`config.mk`:
```
export PLATFORM = sky130hd
export DESIGN_NAME = btn_conditioner
export DESIGN_NICKNAME = d
export VERILOG_FILES = /design/src/rtl/btn_pkg.sv /design/src/rtl/btn_debounce_ch.sv /design/src/rtl/btn_conditioner.sv
export SDC_FILE = /design/constraint.sdc
export NUM_CORES = 1
export LEC_CHECK = 0
export BUFFER_PORTS_ARGS = -buffer_cell sky130_fd_sc_hd__buf_2
export CORE_MARGIN = 2
export CORE_UTILIZATION = 30
export CTS_CLUSTER_SIZE = 12
export DETAILED_ROUTE_END_ITERATION = 10
export GPL_TIMING_DRIVEN = 0
export PLACE_DENSITY = 0.41
export SETUP_SLACK_MARGIN = 0.15
export SLEW_MARGIN = 20
export SYNTH_ARGS = -nofsm -noshare
export SYNTH_HDL_FRONTEND = slang
export SYNTH_SLANG_ARGS = --single-unit
export TNS_END_PERCENT = 5
```
`constraint.sdc`:
```
create_clock -name i_clk -period 5.9 [get_ports i_clk]
set_input_delay 0.295 -clock i_clk [delete_from_list [all_inputs] [get_ports i_clk]]
set_output_delay 0.295 -clock i_clk [all_outputs]
set_load 0.05 [all_outputs]
```
`src/rtl/btn_pkg.sv`:
```
// Shared definitions for the push-button conditioner: repeat FSM encoding and
// default cycle counts (auto-repeat enabled by defining BTN_AUTOREPEAT_EN).
package btn_pkg;

  typedef enum logic [1:0] {
    ST_IDLE   = 2'd0,
    ST_HOLD   = 2'd1,
    ST_REPEAT = 2'd2
  } rpt_state_e;

  localparam int DEF_NB_BTN          = 3;
  localparam int DEF_DEBOUNCE_CYCLES = 1_000_000;
  localparam int DEF_REPEAT_DELAY    = 50_000_000;
  localparam int DEF_REPEAT_PERIOD   = 10_000_000;

endpackage

```
`src/rtl/btn_debounce_ch.sv`:
```
// One button channel: 2-FF synchronizer, counter debouncer and registered press
// pulse; with BTN_AUTOREPEAT_EN defined a hold/repeat FSM adds repeat pulses.
module btn_debounce_ch
  import btn_pkg::*;
#(
  parameter int DEBOUNCE_CYCLES = DEF_DEBOUNCE_CYCLES
`ifdef BTN_AUTOREPEAT_EN
  ,
  parameter int REPEAT_DELAY    = DEF_REPEAT_DELAY,
  parameter int REPEAT_PERIOD   = DEF_REPEAT_PERIOD
`endif
) (
  input  logic i_clk,
  input  logic i_reset,
  input  logic btn_i,
  output logic level_o,
  output logic pulse_o
);

  localparam int CNT_W = $clog2(DEBOUNCE_CYCLES + 1);
  localparam logic [CNT_W-1:0] CNT_LAST = CNT_W'(DEBOUNCE_CYCLES - 1);

  logic             sync1_q, sync2_q;
  logic             level_q, level_d;
  logic [CNT_W-1:0] cnt_q, cnt_d;
  logic             pulse_q;

  // Count consecutive cycles the synchronized input disagrees with the
  // accepted level; any agreement restarts the count.
  always_comb begin
    level_d = level_q;
    cnt_d   = '0;
    if (sync2_q != level_q) begin
      if (cnt_q == CNT_LAST) level_d = sync2_q;
      else                   cnt_d   = cnt_q + 1'b1;
    end
  end

  always_ff @(posedge i_clk) begin
    if (i_reset) begin
      sync1_q <= 1'b0;
      sync2_q <= 1'b0;
      level_q <= 1'b0;
      cnt_q   <= '0;
    end else begin
      sync1_q <= btn_i;
      sync2_q <= sync1_q;
      level_q <= level_d;
      cnt_q   <= cnt_d;
    end
  end

`ifdef BTN_AUTOREPEAT_EN
  localparam int RPT_MAX = (REPEAT_DELAY > REPEAT_PERIOD) ? REPEAT_DELAY : REPEAT_PERIOD;
  localparam int RPT_W   = $clog2(RPT_MAX + 1);
  localparam logic [RPT_W-1:0] DELAY_LAST  = RPT_W'(REPEAT_DELAY - 1);
  localparam logic [RPT_W-1:0] PERIOD_LAST = RPT_W'(REPEAT_PERIOD - 1);

  rpt_state_e       state_q;
  logic [RPT_W-1:0] rpt_cnt_q;

  // A falling level always returns to IDLE, even on a coincident terminal count.
  always_ff @(posedge i_clk) begin
    if (i_reset) begin
      state_q   <= ST_IDLE;
      rpt_cnt_q <= '0;
      pulse_q   <= 1'b0;
    end else begin
      pulse_q <= 1'b0;
      case (state_q)
        ST_IDLE: begin
          rpt_cnt_q <= '0;
          if (level_d && !level_q) begin
            pulse_q <= 1'b1;
            state_q <= ST_HOLD;
          end
        end
        ST_HOLD: begin
          if (!level_d) begin
            state_q   <= ST_IDLE;
            rpt_cnt_q <= '0;
          end else if (rpt_cnt_q == DELAY_LAST) begin
            pulse_q   <= 1'b1;
            rpt_cnt_q <= '0;
            state_q   <= ST_REPEAT;
          end else begin
            rpt_cnt_q <= rpt_cnt_q + 1'b1;
          end
        end
        ST_REPEAT: begin
          if (!level_d) begin
            state_q   <= ST_IDLE;
            rpt_cnt_q <= '0;
          end else if (rpt_cnt_q == PERIOD_LAST) begin
            pulse_q   <= 1'b1;
            rpt_cnt_q <= '0;
          end else begin
            rpt_cnt_q <= rpt_cnt_q + 1'b1;
          end
        end
        default: begin
          state_q   <= ST_IDLE;
          rpt_cnt_q <= '0;
        end
      endcase
    end
  end
`else
  always_ff @(posedge i_clk) begin
    if (i_reset) pulse_q <= 1'b0;
    else         pulse_q <= level_d & ~level_q;
  end
`endif

  assign level_o = level_q;
  assign pulse_o = pulse_q;

endmodule

```
`src/rtl/btn_conditioner.sv`:
```
// Conditions NB_BTN raw push-buttons into debounced levels and one-cycle press
// pulses. Define BTN_AUTOREPEAT_EN to add hold-to-repeat pulses.
module btn_conditioner
  import btn_pkg::*;
#(
  parameter int NB_BTN          = DEF_NB_BTN,
  parameter int DEBOUNCE_CYCLES = DEF_DEBOUNCE_CYCLES,
  parameter int REPEAT_DELAY    = DEF_REPEAT_DELAY,
  parameter int REPEAT_PERIOD   = DEF_REPEAT_PERIOD
) (
  input  logic              i_clk,
  input  logic              i_reset,
  input  logic [NB_BTN-1:0] i_btn,
  output logic [NB_BTN-1:0] o_btn_level,
  output logic [NB_BTN-1:0] o_btn_pulse
);

  if (NB_BTN < 1) begin : g_bad_nb
    $error("btn_conditioner: NB_BTN must be >= 1");
  end
  if (DEBOUNCE_CYCLES < 1) begin : g_bad_db
    $error("btn_conditioner: DEBOUNCE_CYCLES must be >= 1");
  end
  if (REPEAT_DELAY < 1 || REPEAT_PERIOD < 1) begin : g_bad_rpt
    $error("btn_conditioner: REPEAT_DELAY and REPEAT_PERIOD must be >= 1");
  end

  for (genvar g = 0; g < NB_BTN; g++) begin : g_ch
    btn_debounce_ch #(
      .DEBOUNCE_CYCLES(DEBOUNCE_CYCLES)
`ifdef BTN_AUTOREPEAT_EN
      ,
      .REPEAT_DELAY   (REPEAT_DELAY),
      .REPEAT_PERIOD  (REPEAT_PERIOD)
`endif
    ) u_ch (
      .i_clk  (i_clk),
      .i_reset(i_reset),
      .btn_i  (i_btn[g]),
      .level_o(o_btn_level[g]),
      .pulse_o(o_btn_pulse[g])
    );
  end

endmodule

```
* Word-level counts from Yosys, hierarchy flattened
Cells that the tools add are included.
Storage, ports and cells: word-level logic and storage cells 42, output and inout port bits 6, flip-flop bits (word level) 72
Operators by class: reductions and logical operators 3, equal/unequal tests 6, muxes and demuxes 6, $add $sub $neg 3, bitwise logic cells 9
Operator list (number):
- $add A20 B1 Y20 const B | 3
- $eq A20 B20 Y1 const B | 3
- $reduce_or A3 Y1 | 3
- $mux W1 | 6
- $not A1 Y1 | 6
- $and A1 B1 Y1 | 3
- $ne A1 B1 Y1 | 3

* Depth between registers and ports, before layout
word-level depth 4, mapped depth 6

* Cells and area by module
Synthesis repeated with hierarchy kept, for this count alone.
Second synthesis, totals: cell total of the unflattened synthesis 351, area, all modules 3123.0 um^2
By module, submodules not included:
- btn_debounce_ch | cells each 117, instances 3, area an instance 1041.0 um^2

* Least setup slack after synthesis
Ideal clock, no wire load.
path kind register -> register, start register g_ch[2].u_ch.cnt_q[0], end register g_ch[2].u_ch.cnt_q[10], clock period less this slack 1.981 ns, setup time 0.115 ns, path buffers 1, cell stages (with the launch flop) 7, arrival 1.867 ns, slack 3.919 ns, path through dfxtp_1 ha_1 nand3_1 or4_1 o21ai_2 buf_4 nor2_1
Between the ends: cells in the longest elaborated chain, start to end 2, elaborated cells between the ends (all ways) 3
RTL lines:
- from (decl) | RTL line btn_debounce_ch.sv:25 | logic [CNT_W-1:0] cnt_q, cnt_d;
- from (signal assigned) | RTL line btn_debounce_ch.sv:49 | cnt_q <= cnt_d;
- branches (longest 2 deep; another with $add A20 B1 Y20)
Several ways; the timed one is not identified. A chain may end at the register's enable or synchronous reset.

* Worst setup path after layout
start register g_ch[0].u_ch.cnt_q[9], end register g_ch[0].u_ch.cnt_q[13]
Between the ends: cells in the longest elaborated chain, start to end 2, elaborated cells between the ends (all ways) 3
RTL lines (RTL line):
- from (decl) | btn_debounce_ch.sv:25
- from (signal assigned) | btn_debounce_ch.sv:49
- branches (longest 2 deep; another with $add A20 B1 Y20)
Several ways; the timed one is not identified.

==> insert_results.sql <==
INSERT INTO impl_metrics (metric_group, metric, value, unit) VALUES
('global_route', 'grt_overflow', '0', ''),
('synthesis', 'synth_flop_cell', 'sky130_fd_sc_hd__dfxtp_1', ''),
('worst_setup_path', 'critPathArrivalTime', '2650', 'ps'),
('die', 'coreArea', '10200', 'um^2'),
('synthesis', 'synth_top_area_share', '45.9', '%'),
('place', 'hpwl_detailed', '4.59', 'mm'),
('clock_tree', 'tritoncts', 'built', ''),
('timing', 'final.setup_skew', '14.0', 'ps'),
('synthesis', 'ys_warn_count', '0', ''),
('clock_tree', 'ctsHoldBuffers', '0', ''),
('global_route', 'grt_first_pass_wirelength', '11.3', 'mm'),
('global_route', 'grtUsageTotal', '12.6', '%'),
('timing', 'setup-tns-final', '0', 'ps'),
('clock_tree', 'clk_latency', '350', 'ps'),
('synthesis', 'synth-async-reset-ratio', '0', '%'),
('min_path', 'holdCritStartpoint', 'i_btn[0]', ''),
('clock_tree', 'postCtsSetupRepairBufs', '0', ''),
('route', 'detailedRoute.firstIterationViolations', '68', ''),
('die', 'design.die.area', '11300', 'um^2'),
('pwr', 'power_leakage', '1.05', 'nW'),
('pwr', 'pwr_density_cell', '261', 'nW/um^2'),
('worst_setup_path', 'crit_path_start', 'g_ch[0].u_ch.cnt_q[9]$_SDFF_PP0_', ''),
('timing', 'max-slew-margin-rel', '47.0', '%'),
('route', 'avgViaCountPerCell', '4.72', ''),
('worst_setup_path', 'crit_path_end_kind', 'flop', ''),
('place', 'io_port_bufs', '9', ''),
('min_path', 'holdPathEnd', 'g_ch[0].u_ch.sync1_q$_SDFF_PP0_', ''),
('flow_run', 'max_cap_violations', '0', ''),
('die', 'die_width', '106', 'um'),
('worst_setup_path', 'worst_path_largest_cell_delay', '670', 'ps'),
('die', 'initial_core_util', '30.7', '%'),
('die', 'floorplan.io_pins', '11', ''),
('timing', 'report.final.setup_viol', '0', ''),
('route', 'vias', '2438', ''),
('global_route', 'pin_count_of_the_biggest_net_entering_global_routing', '14', ''),
('clock_tree', 'cts.sinks', '72', ''),
('synthesis', 'syn-num-nets', '364', ''),
('worst_setup_path', 'timing_worst_setup_path_type', 'flop to flop', ''),
('timing', 'slew_viol_final', '0', ''),
('min_path', 'whs_path_depth', '2', ''),
('status', 'run_status', 'finished clean', ''),
('synthesis', 'synth.cell_area', '3140', 'um^2'),
('timing', 'final.min_clock_period', '2420', 'ps'),
('finish', 'antennaDiodeCount', '0', ''),
('worst_setup_path', 'rr_worst_depth', '5', ''),
('worst_setup_path', 'critical-path-top-delay-family', 'simple AND/OR/NAND/NOR gates', ''),
('worst_setup_path', 'critical_path.reg2reg.startpoint', 'g_ch[0].u_ch.cnt_q[9]$_SDFF_PP0_', ''),
('route', 'route.final.wire_length', '6.47', 'mm'),
('clock_tree', 'cts.reportedPaths.clkPinSlew', '90', 'ps'),
('global_route', 'grt_pass1_vias', '2336', ''),
('route', 'number_of_detailed_route_iterations_in_the_first_pass', '4', ''),
('clock_tree', 'clockBufferDepth', '2', ''),
('synthesis', 'synth_seq_area_share', '45.9', '%'),
('finish', 'areaGrowthSynthToFinish', '13.9', '%'),
('synthesis', 'post_synth_most_frequent_cells', 'sky130_fd_sc_hd__dfxtp_1 (72), sky130_fd_sc_hd__nor2_1 (53), sky130_fd_sc_hd__xnor2_1 (29), sky130_fd_sc_hd__nand3_1 (21), sky130_fd_sc_hd__nand2_1 (19)', ''),
('synthesis', 'postSynthCellCount', '356', ''),
('finish', 'finish.net_count', '384', ''),
('finish', 'fill_cells', '1077', ''),
('place', 'place_congestion', '0.734', ''),
('min_path', 'hold_path_class', 'input pin to flop', ''),
('worst_setup_path', 'reg2reg_to', 'g_ch[0].u_ch.cnt_q[13]$_SDFF_PP0_', ''),
('clock_tree', 'clock_tree.root_cell', 'sky130_fd_sc_hd__clkbuf_8', ''),
('synthesis', 'number_of_synthesized_flops_with_an_enable_pin', '0', ''),
('synthesis', 'synth_largest_area_cell', 'sky130_fd_sc_hd__dfxtp_1', ''),
('timing', 'unrepaired_setup_endpoints_after_global_routing', 'false', ''),
('place', 'placed_cell_area', '3360', 'um^2'),
('route', 'post_route_antenna_net_violation_count', '0', ''),
('timing', 'layout_worst_path_cycle_share', '41.1', '%'),
('die', 'core.rowCount', '37', ''),
('synthesis', 'netlist-cell-type-count', '36', ''),
('clock_tree', 'numCtsBuffers', '9', '');
[sequential cells by signal, indices dropped and copies added, names as in the netlist]
name / flops
g_ch.u_ch.sync1_q: 3
g_ch.u_ch.sync2_q: 3
g_ch.u_ch.pulse_o: 3
g_ch.u_ch.cnt_q: 60
g_ch.u_ch.level_o: 3
[layout make-up]
| cell class | instances | area, um^2 | area share, % |
|---|---|---|---|
| Buffer | 13 | 85.1 | 2.38 |
| Clock buffer | 9 | 124 | 3.46 |
| Clock inverter | 7 | 96.3 | 2.69 |
| Inverter | 11 | 41.3 | 1.15 |
| Multi-Input combinational cell | 260 | 1580 | 44.0 |
| Sequential cell | 72 | 1440 | 40.3 |
| Tap cell | 136 | 170 | 4.76 |
| Timing Repair Buffer | 9 | 45.0 | 1.26 |
[where the power goes]
| part | switching, mW | internal [mW] |
|---|---|---|
| clock | 0.195 | 0.238 |
| combinational | 0.00751 | 0.00423 |
| sequential | 0.00154 | 0.488 |
[per-stage QoR]
stage / power [mW] / worst slack (ps) / hold WS (ps) / std cells / utilization [%]
2_1_floorplan: 0.509 / 3920 / 414 / 356 / -
3_3_place_gp: 0.513 / 3480 / 422 / 501 / 32.8
3_5_place_dp: 0.513 / 3470 / 422 / 501 / 32.8
4_1_cts: 0.950 / 3450 / 184 / 517 / 35.0
5_1_grt: 0.977 / 3170 / 177 / 517 / 35.0
6_report: 0.934 / 3480 / 194 / 517 / 35.0
[cell usage in the layout, fill, tap and decap left out, types with 7 or more instances in the layout]
cell	count
sky130_fd_sc_hd__nor2_1	53
sky130_fd_sc_hd__o21ai_0	10
sky130_fd_sc_hd__a21oi_1	18
sky130_fd_sc_hd__nor2b_1	7
sky130_fd_sc_hd__nor4_1	9
sky130_fd_sc_hd__inv_1	11
sky130_fd_sc_hd__nor4b_1	7
sky130_fd_sc_hd__nor3_1	8
sky130_fd_sc_hd__xor2_1	13
sky130_fd_sc_hd__nand3_1	21
sky130_fd_sc_hd__nand2_1	19
sky130_fd_sc_hd__nand4_1	14
sky130_fd_sc_hd__xnor2_1	29
sky130_fd_sc_hd__or4_1	10
sky130_fd_sc_hd__buf_2	11
sky130_fd_sc_hd__buf_4	7
sky130_fd_sc_hd__clkbuf_8	9
sky130_fd_sc_hd__or3_1	11
sky130_fd_sc_hd__o31ai_1	7
sky130_fd_sc_hd__dfxtp_1	72
[per-layer routing]
metal,part of all wire [%],global-route usage [%],up-vias
met3,2.6,3.19,4
met4,0.70,5.08,0
met1,52,17.1,1127
met2,45,19.0,18
li1,-,-,1289
met5,0,0,-
[worst register-to-register path: stages (launching register included)]
cell and delay [ps]:
sky130_fd_sc_hd__dfxtp_1 450, sky130_fd_sc_hd__nor4b_1 430, sky130_fd_sc_hd__nand4b_1 210, sky130_fd_sc_hd__o21ai_1 670, sky130_fd_sc_hd__clkbuf_1 420, sky130_fd_sc_hd__nor2_1 110
[worst max path at each step]
stage,endpoint,slack [ps]
6_report,g_ch[0].u_ch.cnt_q[13]$_SDFF_PP0_,3480
5_1_grt,g_ch[0].u_ch.cnt_q[13]$_SDFF_PP0_,3170
2_1_floorplan,g_ch[2].u_ch.cnt_q[10]$_SDFF_PP0_,3920
3_3_place_gp,g_ch[0].u_ch.cnt_q[12]$_SDFF_PP0_,3480
4_1_cts,g_ch[0].u_ch.cnt_q[13]$_SDFF_PP0_,3450
3_5_place_dp,g_ch[0].u_ch.cnt_q[13]$_SDFF_PP0_,3470
[kinds of logic (layout without fill, tap and decap cells)]
family	count (synthesis)	count (layout)	synth area share, %
buffers and inverters	24	49	4.02
adders and majority gates	3	3	1.19
and+or+nand+nor	176	176	29.9
xor gates and xnor gates	42	42	11.7
AOI/OAI and AO/OA	39	39	7.36
DFF	72	72	45.9
(Power assumes the default switching activity.)
